--- config.mk ---
export PLATFORM = sky130hd
export DESIGN_NAME = decode_stage
export DESIGN_NICKNAME = d
export VERILOG_FILES = /design/src/rtl/riscv_pkg.sv /design/src/rtl/imm_gen.sv /design/src/rtl/decode_stage.sv
export SDC_FILE = /design/constraint.sdc
export NUM_CORES = 1
export LEC_CHECK = 0
export CELL_PAD_IN_SITES_DETAIL_PLACEMENT = 0
export CELL_PAD_IN_SITES_GLOBAL_PLACEMENT = 1
export CORE_AREA = 3 3 123 125
export CTS_BUF_LIST = sky130_fd_sc_hd__clkbuf_8
export CTS_CLUSTER_SIZE = 8
export DETAILED_ROUTE_END_ITERATION = 10
export DIE_AREA = 0 0 126 128
export PLACE_DENSITY_LB_ADDON = 0.1
export SLEW_MARGIN = 5
export SYNTH_ARGS = -nofsm -noshare
export SYNTH_HDL_FRONTEND = slang
export SYNTH_HIERARCHICAL = 1
export SYNTH_SLANG_ARGS = --single-unit
--- constraint.sdc ---
create_clock -name clk -period 1.4 [get_ports clk]
set_input_delay 0.28 -clock clk [delete_from_list [all_inputs] [get_ports clk]]
set_output_delay 0.28 -clock clk [all_outputs]
set_load 0.03 [all_outputs]
--- src/rtl/riscv_pkg.sv ---
// Shared RV32 decode definitions: base opcodes, immediate format codes and the
// control half of the decoded bundle.
package riscv_pkg;

    localparam logic [6:0] OPC_LUI      = 7'b0110111;
    localparam logic [6:0] OPC_AUIPC    = 7'b0010111;
    localparam logic [6:0] OPC_JAL      = 7'b1101111;
    localparam logic [6:0] OPC_JALR     = 7'b1100111;
    localparam logic [6:0] OPC_BRANCH   = 7'b1100011;
    localparam logic [6:0] OPC_LOAD     = 7'b0000011;
    localparam logic [6:0] OPC_STORE    = 7'b0100011;
    localparam logic [6:0] OPC_OP_IMM   = 7'b0010011;
    localparam logic [6:0] OPC_OP       = 7'b0110011;
    localparam logic [6:0] OPC_MISC_MEM = 7'b0001111;
    localparam logic [6:0] OPC_SYSTEM   = 7'b1110011;

    typedef enum logic [2:0] {
        FMT_R = 3'd0,
        FMT_I = 3'd1,
        FMT_S = 3'd2,
        FMT_B = 3'd3,
        FMT_U = 3'd4,
        FMT_J = 3'd5
    } imm_fmt_e;

    // Everything in the registered bundle that does not scale with a parameter.
    typedef struct packed {
        logic [6:0] opcode;
        logic [2:0] func3;
        logic [6:0] func7;
        imm_fmt_e   imm_fmt;
        logic       rs1_used;
        logic       rs2_used;
        logic       rd_we;
        logic       illegal;
    } dec_ctrl_t;

    function automatic logic is_rv32i_opcode(input logic [6:0] opc);
        logic hit;
        hit = 1'b0;
        case (opc)
            OPC_LUI, OPC_AUIPC, OPC_JAL, OPC_JALR, OPC_BRANCH, OPC_LOAD,
            OPC_STORE, OPC_OP_IMM, OPC_OP, OPC_MISC_MEM, OPC_SYSTEM: hit = 1'b1;
            default: hit = 1'b0;
        endcase
        return hit;
    endfunction

endpackage

--- src/rtl/imm_gen.sv ---
// Combinational immediate generator: assembles the RV32 immediate for the given
// format and sign-extends it to DATA_WIDTH (R and unknown formats give zero).
module imm_gen
    import riscv_pkg::*;
#(
    parameter int DATA_WIDTH = 32
) (
    input  logic [31:0]           instr_in,
    input  logic [2:0]            imm_fmt,
    output logic [DATA_WIDTH-1:0] imm_value
);

    logic [31:0] w_raw;
    logic        w_unused;

    // The opcode bits never contribute to an immediate.
    assign w_unused = &{1'b0, instr_in[6:0]};

    always_comb begin
        w_raw = '0;
        case (imm_fmt)
            FMT_I:   w_raw = {{20{instr_in[31]}}, instr_in[31:20]};
            FMT_S:   w_raw = {{20{instr_in[31]}}, instr_in[31:25], instr_in[11:7]};
            FMT_B:   w_raw = {{19{instr_in[31]}}, instr_in[31], instr_in[7],
                              instr_in[30:25], instr_in[11:8], 1'b0};
            FMT_U:   w_raw = {instr_in[31:12], 12'b0};
            FMT_J:   w_raw = {{11{instr_in[31]}}, instr_in[31], instr_in[19:12],
                              instr_in[20], instr_in[30:21], 1'b0};
            default: w_raw = '0;
        endcase
    end

    generate
        if (DATA_WIDTH > 32) begin : g_wide
            assign imm_value = {{(DATA_WIDTH-32){w_raw[31]}}, w_raw};
        end else begin : g_narrow
            assign imm_value = w_raw;
        end
    endgenerate

endmodule

--- src/rtl/decode_stage.sv ---
// Registered RV32 decode stage with a one-entry valid/ready output register and flush.
// Optional: define DECODE_ILLEGAL_CHECK_EN to build the illegal-encoding check.
module decode_stage
    import riscv_pkg::*;
#(
    parameter int ADD_WIDTH  = 5,
    parameter int DATA_WIDTH = 32
) (
    input  logic                  clk,
    input  logic                  rst_n,
    input  logic                  in_valid,
    output logic                  in_ready,
    input  logic [31:0]           instr_in,
    input  logic [DATA_WIDTH-1:0] pc_in,
    input  logic                  flush,
    output logic                  out_valid,
    input  logic                  out_ready,
    output logic [DATA_WIDTH-1:0] pc_out,
    output logic [ADD_WIDTH-1:0]  add_rs1,
    output logic [ADD_WIDTH-1:0]  add_rs2,
    output logic [ADD_WIDTH-1:0]  add_rd,
    output logic [6:0]            opcode,
    output logic [2:0]            func3,
    output logic [6:0]            func7,
    output logic [DATA_WIDTH-1:0] imm_value,
    output logic [2:0]            imm_fmt,
    output logic                  rs1_used,
    output logic                  rs2_used,
    output logic                  rd_we,
    output logic                  illegal
);

    imm_fmt_e              w_fmt;
    logic                  w_rs1_used;
    logic                  w_rs2_used;
    logic                  w_rd_class;
    logic                  w_illegal;
    logic                  w_in_ready;
    logic                  w_accept;
    logic [DATA_WIDTH-1:0] w_imm;
    dec_ctrl_t             w_ctrl;

    logic                  r_out_valid;
    logic [DATA_WIDTH-1:0] r_pc;
    logic [ADD_WIDTH-1:0]  r_rs1;
    logic [ADD_WIDTH-1:0]  r_rs2;
    logic [ADD_WIDTH-1:0]  r_rd;
    logic [DATA_WIDTH-1:0] r_imm;
    dec_ctrl_t             r_ctrl;

    // Format and register-file usage are decided purely by the opcode class.
    always_comb begin
        w_fmt      = FMT_R;
        w_rs1_used = 1'b0;
        w_rs2_used = 1'b0;
        w_rd_class = 1'b0;
        case (instr_in[6:0])
            OPC_OP: begin
                w_rs1_used = 1'b1;
                w_rs2_used = 1'b1;
                w_rd_class = 1'b1;
            end
            OPC_LOAD, OPC_OP_IMM, OPC_JALR, OPC_SYSTEM: begin
                w_fmt      = FMT_I;
                w_rs1_used = 1'b1;
                w_rd_class = 1'b1;
            end
            OPC_STORE: begin
                w_fmt      = FMT_S;
                w_rs1_used = 1'b1;
                w_rs2_used = 1'b1;
            end
            OPC_BRANCH: begin
                w_fmt      = FMT_B;
                w_rs1_used = 1'b1;
                w_rs2_used = 1'b1;
            end
            OPC_LUI, OPC_AUIPC: begin
                w_fmt      = FMT_U;
                w_rd_class = 1'b1;
            end
            OPC_JAL: begin
                w_fmt      = FMT_J;
                w_rd_class = 1'b1;
            end
            default: begin
                w_fmt = FMT_R;
            end
        endcase
    end

`ifdef DECODE_ILLEGAL_CHECK_EN
    assign w_illegal = (instr_in[1:0] != 2'b11) || !is_rv32i_opcode(instr_in[6:0]);
`else
    assign w_illegal = 1'b0;
`endif

    imm_gen #(
        .DATA_WIDTH (DATA_WIDTH)
    ) u_imm_gen (
        .instr_in  (instr_in),
        .imm_fmt   (w_fmt),
        .imm_value (w_imm)
    );

    always_comb begin
        w_ctrl          = '0;
        w_ctrl.opcode   = instr_in[6:0];
        w_ctrl.func3    = instr_in[14:12];
        w_ctrl.func7    = instr_in[31:25];
        w_ctrl.imm_fmt  = w_fmt;
        w_ctrl.rs1_used = w_rs1_used;
        w_ctrl.rs2_used = w_rs2_used;
        // Writes to x0 are discarded, so never request them.
        w_ctrl.rd_we    = w_rd_class && (instr_in[11:7] != 5'd0) && !w_illegal;
        w_ctrl.illegal  = w_illegal;
    end

    assign w_in_ready = !r_out_valid || out_ready;
    assign w_accept   = in_valid && w_in_ready && !flush;

    always_ff @(posedge clk or negedge rst_n) begin
        if (!rst_n) begin
            r_out_valid <= 1'b0;
            r_pc        <= '0;
            r_rs1       <= '0;
            r_rs2       <= '0;
            r_rd        <= '0;
            r_imm       <= '0;
            r_ctrl      <= '0;
        end else if (flush) begin
            r_out_valid <= 1'b0;
        end else if (w_accept) begin
            r_out_valid <= 1'b1;
            r_pc        <= pc_in;
            r_rs1       <= ADD_WIDTH'(instr_in[19:15]);
            r_rs2       <= ADD_WIDTH'(instr_in[24:20]);
            r_rd        <= ADD_WIDTH'(instr_in[11:7]);
            r_imm       <= w_imm;
            r_ctrl      <= w_ctrl;
        end else if (r_out_valid && out_ready) begin
            r_out_valid <= 1'b0;
        end
    end

    assign in_ready  = w_in_ready;
    assign out_valid = r_out_valid;
    assign pc_out    = r_pc;
    assign add_rs1   = r_rs1;
    assign add_rs2   = r_rs2;
    assign add_rd    = r_rd;
    assign imm_value = r_imm;
    assign opcode    = r_ctrl.opcode;
    assign func3     = r_ctrl.func3;
    assign func7     = r_ctrl.func7;
    assign imm_fmt   = r_ctrl.imm_fmt;
    assign rs1_used  = r_ctrl.rs1_used;
    assign rs2_used  = r_ctrl.rs2_used;
    assign rd_we     = r_ctrl.rd_we;
    assign illegal   = r_ctrl.illegal;

endmodule

; ---- Yosys cells after proc, flatten, opt, wreduce, memory -nomap -nowiden
; Index checks and enable logic that the tools add are counted.
; W data, S select, Z words.
[op_classes]
n_addsub = 0
n_mul = 0
div_mod_pow = 0
n_lt_le_gt_ge = 0
n_eq_ne = 15
shift = 0
n_mux = 8
bitwise_logic = 1
n_reduce_logical = 15
[ops]
columns = cell, n
row1 = $pmux W32 S5, 1
row2 = $eq A7 B7 Y1 const B, 4
row3 = $eq A7 B6 Y1 const B, 3
row4 = $pmux W3 S5, 1
row5 = $eq A7 B5 Y1 const B, 2
row6 = $reduce_or A8 Y1, 1
row7 = $eq A7 B2 Y1 const B, 1
row8 = $reduce_or A7 Y1, 1
row9 = $eq A3 B2 Y1 const B, 2
row10 = $eq A3 B3 Y1 const B, 2
row11 = $mux W1, 6
row12 = $reduce_bool A5 Y1, 1
row13 = $logic_and A1 B1 Y1, 4
row14 = $reduce_or A4 Y1, 1
row15 = $eq A3 B1 Y1 const B, 1
row16 = $reduce_bool A3 Y1, 1
row17 = $reduce_or A3 Y1, 1
row18 = $logic_not A1 Y1, 2
row19 = $reduce_and A2 Y1, 1
row20 = $reduce_or A2 Y1, 1
row21 = $logic_or A1 B1 Y1, 1
row22 = $not A1 Y1, 1
[word_totals]
register_bits = 103
latchBits = 0
ramBits = 0
romBits = 0
input_bits = 69
output_inout_bits = 105
n_memories = 0

; ---- Longest topological paths before layout
; Gate-level depths: netlist of run 1.
[depth]
ltp_word = 6
depth_mapped = 8

; ---- Hierarchy
; The synthesis of run 1 kept the hierarchy.
[by_module_without_submodules]
columns = mod, n_inst, cells_per_inst, area_per_inst_um2, seq_area_each_um2
row1 = decode_stage, 1, 245, 3991.3, 2577.5
row2 = imm_gen, 1, 70, 531.8, 0.0

; ---- Worst setup path before layout of run 1
; Ideal clock, no wire load.
[synth_path]
kind = input to register
from = input port instr_in[4]
to = register r_imm[20], in the netlist imm_value[20]
setup_ps = 125
arrival_time_ps = 1710
required_ps = 1275
path_slack_ps = -435
path_stages = 8
path_buffers = 2
cell_sequence = and3b_1 a21oi_1 nor3b_1 buf_2 nand3b_1 buf_2 nand3_1 mux2_2
[synth_lines]
columns = item, line
row1 = from (decl), decode_stage.sv:13  ; input logic [31:0] instr_in,
row2 = to (signal assigned), decode_stage.sv:139  ; r_imm <= w_imm;
row3 = to (decl), decode_stage.sv:48  ; logic [DATA_WIDTH-1:0] r_imm;

; ---- Worst setup path after layout of run 1
[layout_path]
from = register r_out_valid, in the netlist out_valid
to = register r_imm[20], in the netlist imm_value[20]
[layout_via]
elab_chain_cells = 5
[layout_rtl]
columns = item, line
row1 = from (decl), decode_stage.sv:43  ; logic r_out_valid;
row2 = from (signal assigned), decode_stage.sv:124  ; r_out_valid <= 1'b0;
row3 = from (signal assigned), decode_stage.sv:132  ; r_out_valid <= 1'b0;
row4 = from (signal assigned), decode_stage.sv:134  ; r_out_valid <= 1'b1;
row5 = $logic_not A1 Y1, decode_stage.sv:119  ; assign w_in_ready = !r_out_valid || out_ready;
row6 = $logic_or A1 B1 Y1, decode_stage.sv:119
row7 = $logic_and A1 B1 Y1 (2 in series), decode_stage.sv:120  ; assign w_accept = in_valid && w_in_ready && !flush;
row8 = $reduce_and A2 Y1 (no source line), n/a
; No other way between the ends.
; A chain may end at the register's enable or synchronous reset.

==> results.sh, run 1 <==
export IMPL_finalPower_w=0.00803
export IMPL_ys_seq_elements=103
export IMPL_stdcell_count=714
export IMPL_synth_main_ff_cell="dfrtp_1"
export IMPL_swShare_pct=32.1
export IMPL_cp_data_required_time_ns=1.67
export IMPL_area_growth_pct=64.3
export IMPL_cellPowerDensity_nw_per_um2=1080
export IMPL_post_place_ws_ns=-0.919
export IMPL_track_usage_pct=16.1
export IMPL_min_period_ns=1.60
export IMPL_firstDrtPassIters=4
export IMPL_die_h_um=128
export IMPL_finalSetupViolCount=104
export IMPL_critPathMaxFanout=21
export IMPL_startpoint_type="flip-flop"
export IMPL_slew_violations=0
export IMPL_synthesis_area_um2=4520
export IMPL_grt_pass1_wl_mm=20.6
export IMPL_comb_power_share_pct=32.1
export IMPL_crit_path_max_incr_delay_ns=0.41
export IMPL_drtAntennaViolNets=0
export IMPL_layout_setup_ws_ns=-0.196
export IMPL_leakage_nw=3.40
export IMPL_postSynthCellCount=315
export IMPL_clock_fmax_mhz=626
export IMPL_dp_hpwl_mm=9.11
export IMPL_gp_congestion=0.768
export IMPL_antenna_found_initial=0
export IMPL_num_antenna_cells=0
export IMPL_rsz0062_at_grt="true"
export IMPL_path_clk_slew_ns=0.09
export IMPL_core_area_um2=14000
export IMPL_clkLatencyLatePin_ns=0.39
export IMPL_ys_async_sr_fraction_pct=100
export IMPL_min_path_type="primary input to flip-flop"
export IMPL_grt_ovfl_total=0
export IMPL_drv_cap=0
export IMPL_synth_nets=384
export IMPL_cts_buffer_depth=2
export IMPL_root_buffer="clkbuf_8"
export IMPL_synth_area_per_cell_um2=14.4
export IMPL_skew_ns=0.00424
export IMPL_yosys_warnings=6
export IMPL_tritoncts="done"
export IMPL_routedWlPerCell_um=17.9
export IMPL_synthDistinctLibCells=41
export IMPL_worst_setup_path_type="flip-flop to flip-flop"
export IMPL_pin_count=174
export IMPL_peakVddDrop_mv=0.590
export IMPL_finalHoldViolations=0
export IMPL_violations="setup timing"
export IMPL_power_switching_w=0.00258
export IMPL_synth_edf_count=0
export IMPL_dpl_cell_count=688
export IMPL_grt_max_degree=35
export IMPL_internal_power_w=0.00546
export IMPL_drive_above_1_share_pct=55.6
export IMPL_worstSetupEndpointType="flip-flop"
export IMPL_period_share_pct=114
export IMPL_viasPerCell=4.75
export IMPL_row_count=43
export IMPL_numCtsBuffers=9
export IMPL_die_area_um2=16100
export IMPL_grt_pass1_vias=3777
export IMPL_crit_family="flip-flops"
export IMPL_drc=0
export IMPL_nNetsFinal=598
export IMPL_path_cells="nor2b_4 -> nor3b_4 -> buf_4 -> buf_12 -> mux2_2"
export IMPL_p_seq_share_pct=44.3
export IMPL_cts_max_level=3
export IMPL_start_util_pct=32.3
export IMPL_critPathSlowestCell="dfrtp_2"
export IMPL_die_width_um=126
export IMPL_drt_total_wl_mm=12.8
export IMPL_clockPowerShare_pct=23.6
export IMPL_routed_via_count=3393
export IMPL_clkSinkCount=103
export IMPL_critPathBufInv=2
export IMPL_status="finished with violations"
export IMPL_fin_util_pct=53.1
export IMPL_portBuffers=172
export IMPL_synth_seq_area_share_pct=57.0
export IMPL_drt_iter0_markers=153
export IMPL_cp_arrival_ns=1.87
-- area by class of cell --
type | instances | area (um2)
multi-input cells | 186 | 2100
flip-flops and latches | 103 | 2580
clock inverters | 6 | 53.8
fillers | 1249 | 6560
well taps | 180 | 225
repair buffers | 225 | 2320
clock buffers | 10 | 138
inverters | 4 | 15.0
-- power by group through the flow --
stage | Clock (W) | Sequential (W) | Combinational [W]
floorplan | 0 | 0.00431 | 0.000653
global placement | 0 | 0.00360 | 0.00271
detailed placement | 0 | 0.00361 | 0.00272
CTS | 0.00200 | 0.00357 | 0.00264
global route | 0.00211 | 0.00362 | 0.00272
finish | 0.00190 | 0.00356 | 0.00258
-- layout by cell type, fill, tap and decap left out, types with 4 or more instances in the layout --
| cell | Yosys | final |
|---|---|---|
| dfrtp_1 | 103 | 102 |
| inv_1 | 4 | 6 |
| nand3_1 | 11 | 11 |
| clkbuf_8 | 0 | 10 |
| buf_4 | 7 | 31 |
| a21boi_0 | 7 | 7 |
| buf_6 | 5 | 8 |
| mux2_2 | 101 | 40 |
| buf_12 | 0 | 25 |
| nand4bb_1 | 12 | 12 |
| nand3b_1 | 4 | 4 |
| buf_2 | 7 | 40 |
| dlygate4sd2_1 | 0 | 4 |
| clkdlybuf4s50_1 | 0 | 60 |
| o2bb2ai_1 | 9 | 5 |
| mux2_4 | 0 | 61 |
| o2bb2ai_2 | 0 | 4 |
| clkdlybuf4s15_2 | 0 | 54 |
-- path summary, 6_finish.rpt --
path | start | to | slack, ns | cells past startpoint
max | out_valid | imm_value[20] | -0.20 | 5
min | instr_in[4] | opcode[4] | 0.30 | 2
max reg2reg | out_valid | imm_value[20] | -0.20 | 5
min reg2reg | pc_out[25] | pc_out[25] | 0.51 | 1
max in group asynchronous | rst_n | out_valid | 0.59 | 3
min in group asynchronous | rst_n | pc_out[29] | 0.31 | 2
-- cell usage after synthesis (3+ instances only) --
cell / number / area (um2)
nand3b_1: 4 / 30.0
nand2b_1: 3 / 18.8
a21oi_1: 3 / 15.0
mux2_2: 101 / 1140
nand3_1: 11 / 55.1
inv_1: 4 / 15.0
a21boi_0: 7 / 52.6
a22o_1: 3 / 26.3
buf_2: 7 / 35.0
nand4bb_1: 12 / 135
buf_4: 7 / 52.6
buf_6: 5 / 56.3
dfrtp_1: 103 / 2580
o2bb2ai_1: 9 / 78.8
nand2_1: 3 / 11.3
nor2_1: 4 / 15.0
-- cell families after synthesis --
kind of cell	share of synthesized area, %
buf+inv	3.79
mux	25.4
flops	57.0
compound gates	4.95
simple gates	8.63
other cells	0.0829
xor+xnor	0.194
-- through the flow --
step           hold WS, ns  setup TNS, ns  cell area, um2
6_report             0.296         -14.91            7430
5_1_grt              0.278         -23.53            7430
4_1_cts              0.273         -16.16            7540
3_5_place_dp         0.186         -60.88            7150
3_3_place_gp         0.184         -59.10            7150
2_1_floorplan      -0.0156         -19.65            4830
-- per-layer routing --
layer / routed length, um / GRT usage, % / up-vias
met5: 0 / 0 / -
li1: - / - / 1568
met4: 165 / 4.29 / 0
met2: 5780 / 24.9 / 122
met3: 1270 / 8.17 / 12
met1: 5560 / 20.1 / 1691
-- flip-flops by register name, summed over array words and instances, names as in the netlist --
signal and cells:
add_rs1 5, rs1_used 1, imm_fmt 3, func3 3, add_rs2 5, func7 7, opcode 7, imm_value 32
pc_out 32, rs2_used 1, out_valid 1, rd_we 1, add_rd 5
-- what timing repair did --
action / in CTS / in global routing
hold endpoints to repair: 14 / 0
hold buffers: 1 / 0
buffers inserted: 5 / 2
pin swaps: 5 / 2
cloned: 1 / 2
endpoints found under the setup margin: 193 / 141
gates resized for setup: 304 / 92
(Power assumes the default switching activity.)
==> run 2: changes to the inputs <==
Settings changed: REMOVE_ABC_BUFFERS from default to 1.
Clock period 1.4 ns to 1.3 ns, I/O delays scaled along.
==> results.sh, run 2 (synthesis results as in run 1) <==
export IMPL_tritoncts="done"
export IMPL_final_area_um2=7800
export IMPL_cellPowerDensity_nw_per_um2=1150
export IMPL_grt_pass1_vias=3833
export IMPL_num_antenna_cells=0
export IMPL_pin_count=174
export IMPL_drtAntennaViolNets=0
export IMPL_die_width_um=126
export IMPL_period_share_pct=123
export IMPL_place_area_um2=6970
export IMPL_cts_max_level=3
export IMPL_grt_pass1_wl_mm=20.9
export IMPL_numCtsBuffers=9
export IMPL_routed_via_count=3540
export IMPL_fillerInstances=1222
export IMPL_track_usage_pct=16.4
export IMPL_final_common_cell="dfrtp_1"
export IMPL_clkLatencyLatePin_ns=0.37
export IMPL_drt_total_wl_mm=13.6
export IMPL_min_period_ns=1.60
export IMPL_finalHoldViolations=0
export IMPL_antenna_found_initial=0
export IMPL_clkSinkCount=103
export IMPL_clock_fmax_mhz=626
export IMPL_fin_tns_setup_ns=-27.55
export IMPL_routedWlPerCell_um=18.5
export IMPL_min_path_type="primary input to flip-flop"
export IMPL_crit_family="buffers and inverters"
export IMPL_startpoint_type="flip-flop"
export IMPL_die_h_um=128
export IMPL_rsz0062_at_grt="true"
export IMPL_worst_setup_path_type="flip-flop to flip-flop"
export IMPL_start_util_pct=32.3
export IMPL_drv_cap=0
export IMPL_wl_met3_mm=1.42
export IMPL_portBuffers=172
export IMPL_crit_path_max_incr_delay_ns=0.39
export IMPL_grt_max_degree=49
export IMPL_wl_met2_mm=6.08
export IMPL_gp_congestion=0.784
export IMPL_slew_violations=0
export IMPL_leakage_nw=3.70
export IMPL_path_clk_slew_ns=0.10
export IMPL_root_buffer="clkbuf_8"
export IMPL_drive_above_1_share_pct=57.7
export IMPL_path_cells="nor2b_4 -> nor3b_4 -> buf_6 -> buf_12 -> buf_16 -> mux2_4"
export IMPL_highest_layer="met4"
export IMPL_row_count=43
export IMPL_drt_iter0_markers=133
export IMPL_status="finished with violations"
export IMPL_critPathSlowestCell="dfrtp_1"
export IMPL_drc=0
export IMPL_grt_ovfl_total=0
export IMPL_cp_arrival_ns=1.87
export IMPL_wl_met1_mm=5.85
export IMPL_layout_common_cells="103 x dfrtp_1, 97 x mux2_4, 68 x buf_4"
export IMPL_layout_setup_ws_ns=-0.298
export IMPL_core_area_um2=14000
export IMPL_die_area_um2=16100
export IMPL_nNetsFinal=619
export IMPL_dp_hpwl_mm=8.93
export IMPL_critPathBufInv=3
export IMPL_cp_data_required_time_ns=1.57
export IMPL_peakVddDrop_mv=0.648
export IMPL_area_growth_pct=72.4
export IMPL_finalSetupViolCount=104
export IMPL_violations="setup timing"
export IMPL_firstDrtPassIters=4
export IMPL_skew_ns=0.00489
export IMPL_cts_buffer_depth=2
export IMPL_viasPerCell=4.82
export IMPL_critPathMaxFanout=14
export IMPL_worstSetupEndpointType="flip-flop"
==> run 2: metrics by stage <==
stage	util [%]	power, W	hold WS [ns]	instances	setup WS (ns)
floorplan	-	0.00517	-0.0356	293	-3.97
detailed placement	49.8	0.00669	0.254	698	-1.04
global placement	49.8	0.00666	0.257	698	-1.02
global route	55.7	0.00940	0.171	735	-0.353
finish	55.7	0.00897	0.171	735	-0.298
CTS	53.2	0.00889	0.170	729	-0.299
==> run 2: routing by layer <==
metal / vias up / track usage, %
li1: 1619 / -
met3: 13 / 7.58
met5: - / 0
met4: 0 / 5.80
met1: 1773 / 20.5
met2: 135 / 25.1
==> run 2: path summary, 6_finish.rpt <==
kind                        startpoint       endpoint  slack, ns  depth (start not counted)
min in group asynchronous        rst_n      add_rd[2]       0.40                          3
hold / removal             instr_in[4]      opcode[4]       0.17                          2
max in group asynchronous        rst_n  imm_value[12]       0.61                          3
setup reg to reg             out_valid  imm_value[20]      -0.30                          6
hold reg to reg             pc_out[23]     pc_out[23]       0.51                          1
setup / recovery             out_valid  imm_value[20]      -0.30                          6
==> run 2: timing repair <==
action / in CTS / in global routing
resized for setup: 366 / 66
hold buffers: 1 / 0
pin swaps: 7 / 6
setup buffers: 11 / 5
setup endpoints to repair: 155 / 104
endpoints found under the hold margin: 103 / 0
cloned: 3 / 4
==> run 2: area by class of cell <==
type	count	area, um2	share of cell area, %
inverter	4	15.0	0.193
multi-input combinational	186	2280	29.2
sequential	103	2580	33.1
timing repair buffer	246	2490	32.0
tap	180	225	2.89
clock buffer	12	165	2.12
clock inverter	4	43.8	0.562
==> run 2: power breakdown <==
group,internal (W),total [W],leakage [nW],switching (W)
sequential,0.00359,0.00385,1.29,0.000254
combinational,0.00150,0.00297,2.30,0.00147
clock,0.00104,0.00215,0.114,0.00112
total,0.00613,0.00897,3.70,0.00284
==> run 3: changes to the inputs <==
Settings changed: CAP_MARGIN from default to 20.
==> results of run 3 <==
The final DEF is identical to that of run 2; final timing and power are the same.
